## src/rtl/muacm_pkg.sv

```systemverilog
// Shared definitions for the muacm USB CDC-ACM datapath.
// The FIFO word carries the message-end flag alongside each byte.
package muacm_pkg;

  localparam int MUACM_EP_MPS = 64;

  typedef struct packed {
    logic       last;
    logic [7:0] data;
  } fifo_word_t;

endpackage

```

## src/rtl/muacm_ram_sdp.sv

```systemverilog
// Simple dual-port RAM, registered write and registered read, no reset.
// Read data holds when rd_en is low so it can act as a pipeline stage.
module muacm_ram_sdp
  import muacm_pkg::*;
#(
  parameter int DEPTH_LOG2 = 7
) (
  input  logic                  clk,
  input  logic                  wr_en,
  input  logic [DEPTH_LOG2-1:0] wr_addr,
  input  fifo_word_t            wr_dat,
  input  logic                  rd_en,
  input  logic [DEPTH_LOG2-1:0] rd_addr,
  output fifo_word_t            rd_dat
);

  fifo_word_t mem [1 << DEPTH_LOG2];

  always_ff @(posedge clk) begin
    if (wr_en) mem[wr_addr] <= wr_dat;
  end

  always_ff @(posedge clk) begin
    if (rd_en) rd_dat <= mem[rd_addr];
  end

endmodule

```

## src/rtl/muacm_in_fifo.sv

```systemverilog
// IN staging FIFO ahead of the USB IN DMA: FWFT, accept at N -> out_valid after N+2, 1 byte/cycle.
// Backpressure: usr_ready drops only when level is full; out holds until out_ready. Also makes flush hints.
module muacm_in_fifo
  import muacm_pkg::*;
#(
  parameter int DEPTH_LOG2 = 7,
  parameter int TIMEOUT_W  = 12
) (
  input  logic                  clk,
  input  logic                  rst,
  input  logic [7:0]            usr_data,
  input  logic                  usr_last,
  input  logic                  usr_valid,
  output logic                  usr_ready,
  input  logic                  usr_flush,
  output logic [7:0]            out_data,
  output logic                  out_last,
  output logic                  out_valid,
  input  logic                  out_ready,
  output logic                  flush_now,
  output logic                  flush_time,
  output logic [DEPTH_LOG2:0]   level
);

  localparam logic [DEPTH_LOG2:0] LVL_FULL = (DEPTH_LOG2+1)'(1 << DEPTH_LOG2);
  localparam logic [DEPTH_LOG2:0] LVL_MPS  = (DEPTH_LOG2+1)'(MUACM_EP_MPS);

  logic [DEPTH_LOG2:0]  wr_ptr, rd_ptr, rd_count, flush_ptr;
  logic [DEPTH_LOG2:0]  level_nxt, wr_ptr_nxt, rd_count_nxt;
  logic                 flush_pend, pipe_vld;
  logic [TIMEOUT_W-1:0] idle_cnt;
  fifo_word_t           wr_word, ram_rd, out_q;
  logic                 wr_en, out_hs, ram_has, load, rd_en, flush_set, flush_clr;

  assign usr_ready = ~rst & (level != LVL_FULL);
  assign wr_en     = usr_valid & usr_ready;
  assign out_hs    = out_valid & out_ready;
  assign ram_has   = (wr_ptr != rd_ptr);

  // RAM read register is a prefetch stage feeding the output register.
  assign load  = pipe_vld & (~out_valid | out_ready);
  assign rd_en = ram_has & (~pipe_vld | load);

  assign wr_word  = '{last: usr_last, data: usr_data};
  assign out_data = out_q.data;
  assign out_last = out_q.last;

  always_comb begin
    level_nxt    = level;
    wr_ptr_nxt   = wr_ptr;
    rd_count_nxt = rd_count;
    if (wr_en)  wr_ptr_nxt   = wr_ptr + 1'b1;
    if (out_hs) rd_count_nxt = rd_count + 1'b1;
    case ({wr_en, out_hs})
      2'b10:   level_nxt = level + 1'b1;
      2'b01:   level_nxt = level - 1'b1;
      default: level_nxt = level;
    endcase
  end

  assign flush_set = (usr_flush | (wr_en & usr_last)) & (level_nxt != '0);
  assign flush_clr = out_hs & (rd_count_nxt == flush_ptr);

  muacm_ram_sdp #(.DEPTH_LOG2(DEPTH_LOG2)) u_ram (
    .clk     (clk),
    .wr_en   (wr_en),
    .wr_addr (wr_ptr[DEPTH_LOG2-1:0]),
    .wr_dat  (wr_word),
    .rd_en   (rd_en),
    .rd_addr (rd_ptr[DEPTH_LOG2-1:0]),
    .rd_dat  (ram_rd)
  );

  always_ff @(posedge clk or posedge rst) begin
    if (rst) begin
      wr_ptr   <= '0;
      rd_ptr   <= '0;
      rd_count <= '0;
      level    <= '0;
    end else begin
      wr_ptr   <= wr_ptr_nxt;
      rd_count <= rd_count_nxt;
      level    <= level_nxt;
      if (rd_en) rd_ptr <= rd_ptr + 1'b1;
    end
  end

  always_ff @(posedge clk or posedge rst) begin
    if (rst) begin
      pipe_vld  <= 1'b0;
      out_valid <= 1'b0;
      out_q     <= '0;
    end else begin
      if (rd_en)     pipe_vld <= 1'b1;
      else if (load) pipe_vld <= 1'b0;
      if (load) begin
        out_q     <= ram_rd;
        out_valid <= 1'b1;
      end else if (out_hs) begin
        out_valid <= 1'b0;
      end
    end
  end

  // A new flush point overrides a clear landing in the same cycle.
  always_ff @(posedge clk or posedge rst) begin
    if (rst) begin
      flush_pend <= 1'b0;
      flush_ptr  <= '0;
    end else if (flush_set) begin
      flush_pend <= 1'b1;
      flush_ptr  <= wr_ptr_nxt;
    end else if (flush_clr) begin
      flush_pend <= 1'b0;
    end
  end

  always_ff @(posedge clk or posedge rst) begin
    if (rst) begin
      idle_cnt <= '0;
    end else if (wr_en || (level == '0)) begin
      idle_cnt <= '0;
    end else if (idle_cnt != {TIMEOUT_W{1'b1}}) begin
      idle_cnt <= idle_cnt + TIMEOUT_W'(1);
    end
  end

  assign flush_now  = flush_pend | (level >= LVL_MPS);
  assign flush_time = (&idle_cnt) & (level != '0);

endmodule

```

## config.mk

```make
export PLATFORM = sky130hd
export DESIGN_NAME = muacm_in_fifo
export DESIGN_NICKNAME = d
export VERILOG_FILES = /design/src/rtl/muacm_pkg.sv /design/src/rtl/muacm_ram_sdp.sv /design/src/rtl/muacm_in_fifo.sv
export SDC_FILE = /design/constraint.sdc
export NUM_CORES = 1
export LEC_CHECK = 0
export ABC_CLOCK_PERIOD_IN_PS = 5000
export BUFFER_PORTS_ARGS = -buffer_cell sky130_fd_sc_hd__clkbuf_2
export CAP_MARGIN = 0
export CORE_UTILIZATION = 63
export CTS_CLUSTER_SIZE = 24
export DETAILED_ROUTE_END_ITERATION = 10
export GPL_TIMING_DRIVEN = 0
export PLACE_DENSITY = 0.79
export SYNTH_ARGS = -nofsm -noshare
export SYNTH_HDL_FRONTEND = slang
export SYNTH_SLANG_ARGS = --single-unit
export TNS_END_PERCENT = 100
```

## constraint.sdc

```tcl
create_clock -name clk -period 5 [get_ports clk]
set_input_delay 0.75 -clock clk [delete_from_list [all_inputs] [get_ports clk]]
set_output_delay 0.75 -clock clk [all_outputs]
set_load 0.01 [all_outputs]
```

==> flow_metrics.env <==
export IMPL_via_per_inst=7.05
export IMPL_worstHoldPathType="input pin to asynchronous set/reset pin"
export IMPL_root_buffer="clkbuf_16"
export IMPL_grt_max_degree=105
export IMPL_ant_nets=0
export IMPL_overflow=0
export IMPL_syn_num_nets=2292
export IMPL_antenna_found_initial=4
export IMPL_async_reset_ff_frac=0.0522
export IMPL_endpoint_kind="flop"
export IMPL_clkTransAtPathRegs_ps=70
export IMPL_cts_tree="yes"
export IMPL_worstSkewPairLatency_ps=710
export IMPL_drv_slew=2
export IMPL_cellLeakagePower_uw=0.0172
export IMPL_worstRegToRegCells=9
export IMPL_cp_max_fo=10
export IMPL_setup_ws_ps=-60.1
export IMPL_post_route_min_period_ps=5060
export IMPL_synth_cell_types=65
export IMPL_seq_area_frac_synth=0.756
export IMPL_critPathLaunchType="flop"
export IMPL_cp_required_ps=5340
export IMPL_p_per_area_mw_per_mm2=556
export IMPL_path_cells="clkbuf_1 > buf_4 > buf_2 > mux4_2 > mux4_2 > mux2i_1 > nor2_1 > a2111oi_0 > a31oi_1"
export IMPL_r2r_start="rd_ptr[0]"
export IMPL_cts_hold_buffers_added=0
export IMPL_yosys_area_top_type_share=0.723
export IMPL_yosysTopAreaCell="edfxtp_1"
export IMPL_fillers=4299
export IMPL_crit_arrival_ps=5400
export IMPL_cpMostUsedCell="mux4_2"
export IMPL_drc=0
export IMPL_drive_gt1_frac=0.256
export IMPL_placed_area_mm2=0.0499
export IMPL_htreeDepth=3
export IMPL_synth_edf_count=1161
export IMPL_nets=2455
export IMPL_post_place_ws_ps=147
export IMPL_design_core_area_mm2=0.0758
export IMPL_finalSetupViolCount=1
export IMPL_endpoint="u_ram.rd_dat[2]"
export IMPL_startpoint="rd_ptr[0]"
export IMPL_synthFlopType="edfxtp_1"
export IMPL_reg2reg_slack_ps=-60
export IMPL_slew_headroom=-0.0763
export IMPL_postLayoutCellArea_mm2=0.0539
export IMPL_crit_type="flop to flop"
export IMPL_max_cap_violations=1
export IMPL_reg2reg_to="u_ram.rd_dat[2]"
export IMPL_hpwl_um=73900
export IMPL_dieArea_mm2=0.0777
export IMPL_grt_pass1_vias=25200
export IMPL_fin_crit_sh=1.01
export IMPL_routedWlPerCell_um=34.0
export IMPL_outcome="finished with violations"
export IMPL_cts_buffers=117
export IMPL_io_buffers=34
export IMPL_violations="capacitance limit, slew limit, setup timing"
export IMPL_rsz0062_at_grt="false"
export IMPL_post_cts_resized=0
export IMPL_routed_wl_um=120000
export IMPL_ys_top_cells_by_area="edfxtp_1 72%, mux4_2 15%, dfrtp_1 3.3%, nor2_1 1.2%, mux2i_1 1.0%"
export IMPL_syn_cell_area_mm2=0.0482
export IMPL_first_pass_iters=8
export IMPL_drt_iter0_drc=3359
export IMPL_place_gp_congestion=0.958
export IMPL_avgSynthCellArea_um2=21.2
export IMPL_die_height_um=279
export IMPL_io_pins=35
export IMPL_syn_inst=2271
export IMPL_clock_path_buffers=3
export IMPL_vias=24800
export IMPL_row_count=101
export IMPL_grt_pass1_wl_um=172000
export IMPL_yosys_warnings=0
export IMPL_fmax_mhz=198
export IMPL_grtUsageTotal=0.315
export IMPL_critPathSlowestCell="a2111oi_0"
export IMPL_area_delta_synth_final_pct=11.7
export IMPL_fin_skew_ps=27.7
export IMPL_initial_utilization=0.636
export IMPL_synth_seq_cells=1225
export IMPL_ir_worst_vdd_v=0.000382
export IMPL_numClockSinks=1225
export IMPL_finalHoldViolCount=0
export IMPL_tightestPinTransition_ps=1570
export IMPL_postCtsSetupBuffers=0
export IMPL_dieWidth_um=279
export IMPL_worst_path_largest_cell_delay_ps=1320
-- flip-flops by register name, indices dropped and copies added (netlist names) --
signal / cells
u_ram.mem: 1152
idle_cnt: 12
u_ram.rd_dat: 9
flush_ptr: 8
level: 8
out_data: 8
rd_count: 8
rd_ptr: 8
wr_ptr: 8
flush_pend: 1
out_last: 1
out_valid: 1
pipe_vld: 1
-- placed cells by master (no fill, tap or decap), drive strengths merged, types with 7 or more instances in the layout --
master,count
nand4,10
bufinv,14
clkinv,54
mux4,324
buf,71
xor2,21
nor2b,39
nand3,19
dfrtp,64
or2,7
nand2,40
nor3,7
nand2b,10
xnor2,33
edfxtp,1161
clkbuf,245
o21ai,9
clkinvlp,7
a21oi,29
or3,7
mux2i,50
o221ai,8
mux2,29
a211oi,46
inv,7
ha,7
nor2,157
a2111oi,7
-- Yosys cell counts (all sizes together) (4+ instances only) --
cell type	instances
nand2b	10
and3	6
xor2	21
a211oi	46
nor2b	39
ha	7
or3	7
nor2	157
mux4	324
xnor2	33
a221o	4
a31oi	6
or2	7
o21ai	9
a21oi	29
inv	4
nand2	40
dfrtp	64
nor3	7
a2111oi	7
edfxtp	1161
nand4	10
buf	61
mux2	29
and2	4
nand3	19
o221ai	8
mux2i	50
clkbuf	69
-- power by group --
| part | switching, µW | internal [µW] | leakage, µW |
|---|---|---|---|
| Clock | 3840 | 5190 | 0.00192 |
| Combinational | 5390 | 3760 | 0.00400 |
| Sequential | 210 | 11600 | 0.0112 |
-- cell families (layout without fill, tap and decap cells) --
kind of cell	Yosys count	in the layout	synth area share
adders and majority gates	7	7	0.00182
AOI/OAI and AO/OA	131	131	0.0196
DFF	1225	1225	0.756
buffers and inverters	134	398	0.0129
other	0	1	0
and+or+nand+nor	317	317	0.0309
muxes	403	403	0.169
xor gates and xnor gates	54	54	0.00996
-- stage by stage --
step | std cells | setup TNS [ps] | utilization | total power, µW | hold WS [ps]
floorplan | 2271 | 0 | - | 17700 | 451
finish | 3514 | -60.1 | 0.710 | 30000 | 180
detailed placement | 3293 | 0 | 0.658 | 20800 | 465
global placement | 3283 | 0 | 0.655 | 20600 | 467
global route | 3513 | 0 | 0.710 | 30600 | 249
CTS | 3513 | 0 | 0.710 | 29800 | 192
-- critical path, delay by kind of cell (launching register included) --
kind	cells	cell delay, ps
mux	3	1510
compound gates	2	1570
simple gates	1	80
flops	1	370
buf+inv	3	1170
-- metal layers --
| layer | wire length (µm) | track usage | share of wire | vias up |
|---|---|---|---|---|
| li1 | - | - | - | 9740 |
| met1 | 43200 | 0.421 | 0.36 | 12900 |
| met2 | 58600 | 0.509 | 0.49 | 1787 |
| met3 | 12200 | 0.0635 | 0.10 | 353 |
| met4 | 5640 | 0.140 | 0.047 | 6 |
| met5 | 37 | 0 | 0.00031 | - |
-- layout make-up --
type / instances / area [µm²] / area share
Antenna cell: 1 / 2.50 / 0.0000465
Multi-Input combinational cell: 912 / 11200 / 0.207
Timing Repair Buffer: 44 / 460 / 0.00855
Clock buffer: 142 / 3140 / 0.0582
Clock inverter: 78 / 793 / 0.0147
Inverter: 4 / 15.0 / 0.000279
Sequential cell: 1225 / 36500 / 0.677
Tap cell: 978 / 1220 / 0.0227
Buffer: 130 / 607 / 0.0113
-- worst min-delay path by stage --
stage | startpoint | to | slack [ps] | depth (start not counted)
4_1_cts | rst | out_data[0] | 190 | 2
6_report | rst | out_data[0] | 180 | 2
3_3_place_gp | rd_count[7] | rd_count[7] | 470 | 1
2_1_floorplan | rd_count[7] | rd_count[7] | 450 | 1
3_5_place_dp | rd_count[7] | rd_count[7] | 460 | 1
5_1_grt | rst | out_data[0] | 250 | 2
Note: power is estimated with default switching activity, not from simulation.
